### src/rtl/r4_pkg.sv
// Shared types for the radix-4 inverse butterfly: FSM states, block size, complex sample.
package r4_pkg;

  localparam int unsigned NumPts  = 4;
  localparam int unsigned SampleW = 4;

  typedef enum logic [1:0] {
    StLoad,
    StCompute,
    StEmit
  } state_e;

  typedef struct packed {
    logic [SampleW-1:0] re;
    logic [SampleW-1:0] im;
  } cplx_t;

endpackage

### src/rtl/r4_ibutter_core.sv
// Combinational unscaled inverse 4-point DFT; outputs grow by two bits so no sum can wrap.
module r4_ibutter_core
  import r4_pkg::*;
#(
  parameter int unsigned W = SampleW
) (
  input  logic [NumPts-1:0][W-1:0]   xr,
  input  logic [NumPts-1:0][W-1:0]   xi,
  output logic [NumPts-1:0][W+1:0]   yr,
  output logic [NumPts-1:0][W+1:0]   yi
);

  localparam int unsigned OW = W + 2;

  logic signed [OW-1:0] ar [NumPts];
  logic signed [OW-1:0] ai [NumPts];

  always_comb begin
    for (int n = 0; n < NumPts; n++) begin
      ar[n] = {{2{xr[n][W-1]}}, xr[n]};
      ai[n] = {{2{xi[n][W-1]}}, xi[n]};
    end
  end

  // Twiddle factors are powers of +j, so every term is a plain add or subtract.
  always_comb begin
    yr[0] = ar[0] + ar[1] + ar[2] + ar[3];
    yi[0] = ai[0] + ai[1] + ai[2] + ai[3];
    yr[1] = ar[0] - ai[1] - ar[2] + ai[3];
    yi[1] = ai[0] + ar[1] - ai[2] - ar[3];
    yr[2] = ar[0] - ar[1] + ar[2] - ar[3];
    yi[2] = ai[0] - ai[1] + ai[2] - ai[3];
    yr[3] = ar[0] + ai[1] - ar[2] - ai[3];
    yi[3] = ai[0] - ar[1] - ai[2] + ar[3];
  end

endmodule

### src/rtl/r4_ibutter_seq.sv
// Sequential inverse radix-4 butterfly: loads four samples, computes in one cycle,
// then emits the four results with their index over a valid/ready handshake.
module r4_ibutter_seq
  import r4_pkg::*;
#(
  parameter int unsigned W = SampleW
) (
  input  logic         CLK,
  input  logic         RST,
  input  logic         in_valid,
  output logic         in_ready,
  input  logic [W-1:0] xr_in,
  input  logic [W-1:0] xi_in,
  output logic         out_valid,
  input  logic         out_ready,
  output logic [W+1:0] Xr_out,
  output logic [W+1:0] Xi_out,
  output logic [1:0]   out_idx,
  output logic         busy
);

  localparam int unsigned OW = W + 2;

  if (W != SampleW) begin : g_w_check
    $error("r4_ibutter_seq: W must match r4_pkg::SampleW");
  end

  state_e                       state_q, state_d;
  logic [1:0]                   in_cnt_q, out_cnt_q;
  cplx_t [NumPts-1:0]           samp_q;
  logic  [NumPts-1:0][OW-1:0]   res_r_q, res_i_q;
  logic  [NumPts-1:0][W-1:0]    core_xr, core_xi;
  logic  [NumPts-1:0][OW-1:0]   core_yr, core_yi;
  logic  [OW-1:0]               xr_q, xi_q;
  logic                         in_fire, out_fire;

  assign in_fire  = in_valid & in_ready;
  assign out_fire = out_valid & out_ready;

  always_comb begin
    for (int n = 0; n < NumPts; n++) begin
      core_xr[n] = samp_q[n].re;
      core_xi[n] = samp_q[n].im;
    end
  end

  r4_ibutter_core #(
    .W (W)
  ) u_core (
    .xr (core_xr),
    .xi (core_xi),
    .yr (core_yr),
    .yi (core_yi)
  );

  always_ff @(posedge CLK) begin
    if (RST) state_q <= StLoad;
    else     state_q <= state_d;
  end

  always_comb begin
    state_d = state_q;
    unique case (state_q)
      StLoad:    if (in_fire && in_cnt_q == 2'd3) state_d = StCompute;
      StCompute: state_d = StEmit;
      StEmit:    if (out_fire && out_cnt_q == 2'd3) state_d = StLoad;
      default:   state_d = StLoad;
    endcase
  end

  always_comb begin
    in_ready  = (state_q == StLoad);
    out_valid = (state_q == StEmit);
    busy      = !((state_q == StLoad) && (in_cnt_q == 2'd0));
  end

  assign out_idx = out_cnt_q;
  assign Xr_out  = xr_q;
  assign Xi_out  = xi_q;

  // Output registers are reloaded only on COMPUTE or an accepted output, so they hold
  // steadily under backpressure and keep X3 after the block ends.
  always_ff @(posedge CLK) begin
    if (RST) begin
      in_cnt_q  <= '0;
      out_cnt_q <= '0;
      samp_q    <= '0;
      res_r_q   <= '0;
      res_i_q   <= '0;
      xr_q      <= '0;
      xi_q      <= '0;
    end else begin
      if (in_fire) begin
        samp_q[in_cnt_q].re <= xr_in;
        samp_q[in_cnt_q].im <= xi_in;
        in_cnt_q            <= in_cnt_q + 2'd1;
      end
      if (state_q == StCompute) begin
        res_r_q   <= core_yr;
        res_i_q   <= core_yi;
        xr_q      <= core_yr[0];
        xi_q      <= core_yi[0];
        out_cnt_q <= '0;
      end
      if (out_fire) begin
        out_cnt_q <= out_cnt_q + 2'd1;
        if (out_cnt_q != 2'd3) begin
          xr_q <= res_r_q[out_cnt_q + 2'd1];
          xi_q <= res_i_q[out_cnt_q + 2'd1];
        end
      end
    end
  end

endmodule

### config.mk
export PLATFORM = sky130hd
export DESIGN_NAME = r4_ibutter_seq
export DESIGN_NICKNAME = d
export VERILOG_FILES = /design/src/rtl/r4_pkg.sv /design/src/rtl/r4_ibutter_core.sv /design/src/rtl/r4_ibutter_seq.sv
export SDC_FILE = /design/constraint.sdc
export NUM_CORES = 1
export LEC_CHECK = 0
export BUFFER_PORTS_ARGS = -buffer_cell sky130_fd_sc_hd__buf_2
export CORE_MARGIN = 3
export CORE_UTILIZATION = 40
export CTS_BUF_LIST = sky130_fd_sc_hd__clkbuf_8
export DETAILED_ROUTE_END_ITERATION = 8
export GPL_ROUTABILITY_DRIVEN = 0
export PLACE_DENSITY = 0.64
export SLEW_MARGIN = 20
export SYNTH_ARGS = -nofsm -noshare
export SYNTH_HDL_FRONTEND = slang
export SYNTH_SLANG_ARGS = --single-unit
### constraint.sdc
create_clock -name CLK -period 3 [get_ports CLK]
set_clock_uncertainty 0.05 [all_clocks]
set_input_delay 0.15 -clock CLK [delete_from_list [all_inputs] [get_ports CLK]]
set_output_delay 0.15 -clock CLK [all_outputs]
set_load 0.03 [all_outputs]
==> flow_summary.toml <==
[critical_path]
crit_fanout = 2
r2r_cells = 11
cp_data_arrival_time_ns = 3.16
r2r-end = "Xi_out[5]"
worstSetupStartpointType = "flip-flop"
r2r_setup_slack_ns = 0.07
worstSetupStartpoint = "core_xi[1]"
cp-end-kind = "flip-flop"
path_class = "flip-flop to flip-flop"
regToRegStartpoint = "core_xi[1]"
cp.required_ns = 3.22

[clock_network]
cts_root_buffer = "clkbuf_8"
ctsHtreeMaxLevel = 3
cts_made_buffers = 9
cts.sinks = 98
clk_pin_slew_ns = 0.11
cts_tree = "built"
cts_buffer_depth = 2
clkLatencyLatePin_ns = 0.39

[yosys]
synth.area.mux_share = 0.0464
ys_ff_latch = 98
synth-simple-area-share = 0.151
ys_types = 42
synth-async-reset-ratio = 0
yosysSeqAreaShare = 0.264
synthFlopType = "dfxtp_1"
syn_area_per_cell_um2 = 9.02
synth_nets = 960
synth_top_family_by_area = "adder cells"
synth_compound_area_frac = 0.152
synth_fa_ha_area_frac = 0.280
syn_area_um2 = 7440
yosys_warnings = 0
synth_edf_count = 0
synth_cells = 825
synth-xor-area-share = 0.0106

[flow_run]
cap_violations = 0

[cells_and_area]
mostFrequentLayoutCells = "inv_1, nand2_1, dfxtp_1, fa_1, a21oi_1"
drive_gt1_frac = 0.152
multi_input_area_um2 = 4850
utilization = 0.458
syn_to_final_growth_pct = 11.4
fill_cells = 1779
stdcell_area_um2 = 8290
finalNonFillerCells = 1106
final_nets = 1007
final_common_cell = "inv_1"
seq_area_um2 = 1980
antennaDiodeCount = 0

[outcome]
run_status = "completed"

[drt]
viasPerCell = 5.13
routedWlPerCell_um = 16.3
num_vias = 5676
drc = 0
drtAntennaViolNets = 0
drt_iter0_markers = 329
wl_um = 18100
drt_first_pass_iters = 5

[power_and_ir_drop]
leakage_uw = 0.00359
power.total_uw = 3270
vdd_drop_max_uv = 220
powerDensity_nw_per_um2 = 394

[sta]
fmax_mhz = 341
rsz0062_at_grt = "yes"
worst_pin_slew_ns = 0.627
setup_viol = 0
slew_headroom = 0.582
finalMaxSlewViolations = 0
finalCriticalPeriod_ns = 2.93
finalHoldViolCount = 0
min_period_over_period = 0.978
tns_ns = 0

[floorplanning]
rows = 49
die-width_um = 142
coreArea_um2 = 18100
die_y_um = 142
ioPinCount = 29
dieArea_um2 = 20300
start_util = 0.411

[placement]
dp.cells = 1081
hpwl_um = 14200
place_area_um2 = 7900
place.port_buffers = 28

[grt]
grt_pass1_vias = 5619
grt_pass1_wl_um = 29800
antenna_found_initial = 0
grt_overflow = 0
grt_use_total = 0.187
grt_max_degree = 50

[hold_path]
min_to = "in_cnt_q[1]"
hold_path.class = "primary input to flip-flop"
hold_start = "in_valid"
hold_depth = 3
[worst max-delay path, stage by stage, from the launching register on]
cell and delay [ns]:
dfxtp_2 0.35, inv_2 0.04, fa_1 0.53, inv_1 0.05, fa_1 0.51, ha_2 0.18, inv_1 0.05, fa_2 0.34
nand2b_4 0.15, a2111oi_2 0.28, o21bai_4 0.18, o32ai_2 0.09
[through the flow]
| stage | hold slack (ns) | worst slack [ns] |
|---|---|---|
| floorplan | 0.236 | 0.0192 |
| global placement | 0.386 | -0.00120 |
| detailed placement | 0.388 | -0.0461 |
| CTS | 0.0384 | -0.00438 |
| global route | 0.0820 | -0.109 |
| finish | 0.0601 | 0.0666 |
[power by group]
part           leakage [uW]  switching (uW)  total, uW  internal (uW)
Sequential         0.000797            25.5       1350           1330
Clock             0.0000897             524        856            332
Combinational       0.00271             611       1060            450
[how the worst max path moves through the flow]
stage,to,cells past startpoint
after floorplan,Xi_out[5],11
after global placement,Xi_out[5],11
after detailed placement,Xi_out[5],11
after CTS,Xi_out[5],11
after global routing,Xi_out[5],11
final,Xi_out[5],11
[logic make-up after synthesis]
family                     Yosys count
adders and majority gates          123
DFF                                 98
buffers and inverters              167
AOI/OAI and AO/OA                  171
and+or+nand+nor                    239
xor gates and xnor gates             9
muxes                               18
[registers in the layout, indices dropped and copies added (netlist names)]
name,cells
in_cnt_q,2
Xr_out,6
Xi_out,6
res_i_q,24
core_xi,16
res_r_q,24
core_xr,16
out_idx,2
state_q,2
[metal layers]
layer	track usage	up-vias	routed length (um)
li1	-	2819	-
met3	0.0346	19	895
met4	0.0490	0	341
met1	0.283	2720	9030
met5	0	-	0
met2	0.276	118	7790
[synthesized netlist by cell type, types with 8 or more instances]
cell	number	share of area
a211oi_1	28	0.028
nand2_1	123	0.062
nand3b_1	18	0.018
a21o_1	12	0.012
ha_1	51	0.086
buf_4	8	0.0081
nor2_1	46	0.023
nor3_1	8	0.0054
a311oi_2	8	0.016
fa_1	72	0.19
a21oi_1	69	0.046
o21ai_0	22	0.015
clkbuf_1	13	0.0066
nand3_1	8	0.0054
mux4_2	8	0.024
buf_2	8	0.0054
dfxtp_1	98	0.26
o21bai_1	8	0.0081
inv_1	130	0.066
or3_1	12	0.010
[final cells by class]
cell class              count  share of cell area
multi-input cells         560               0.585
flip-flops and latches     98               0.239
repair buffers             73              0.0604
inverters                 130              0.0589
well taps                 229              0.0346
clock buffers              10              0.0166
clock inverters             6             0.00559
[what timing repair did]
item	4_1_cts	5_1_grt
hold endpoints to repair	31	0
endpoints found under the setup margin	3	16
setup buffers	0	1
pin swaps	1	2
gates cloned	0	0
resized for setup	4	34
hold buffers	8	0
(Power assumes the default switching activity.)
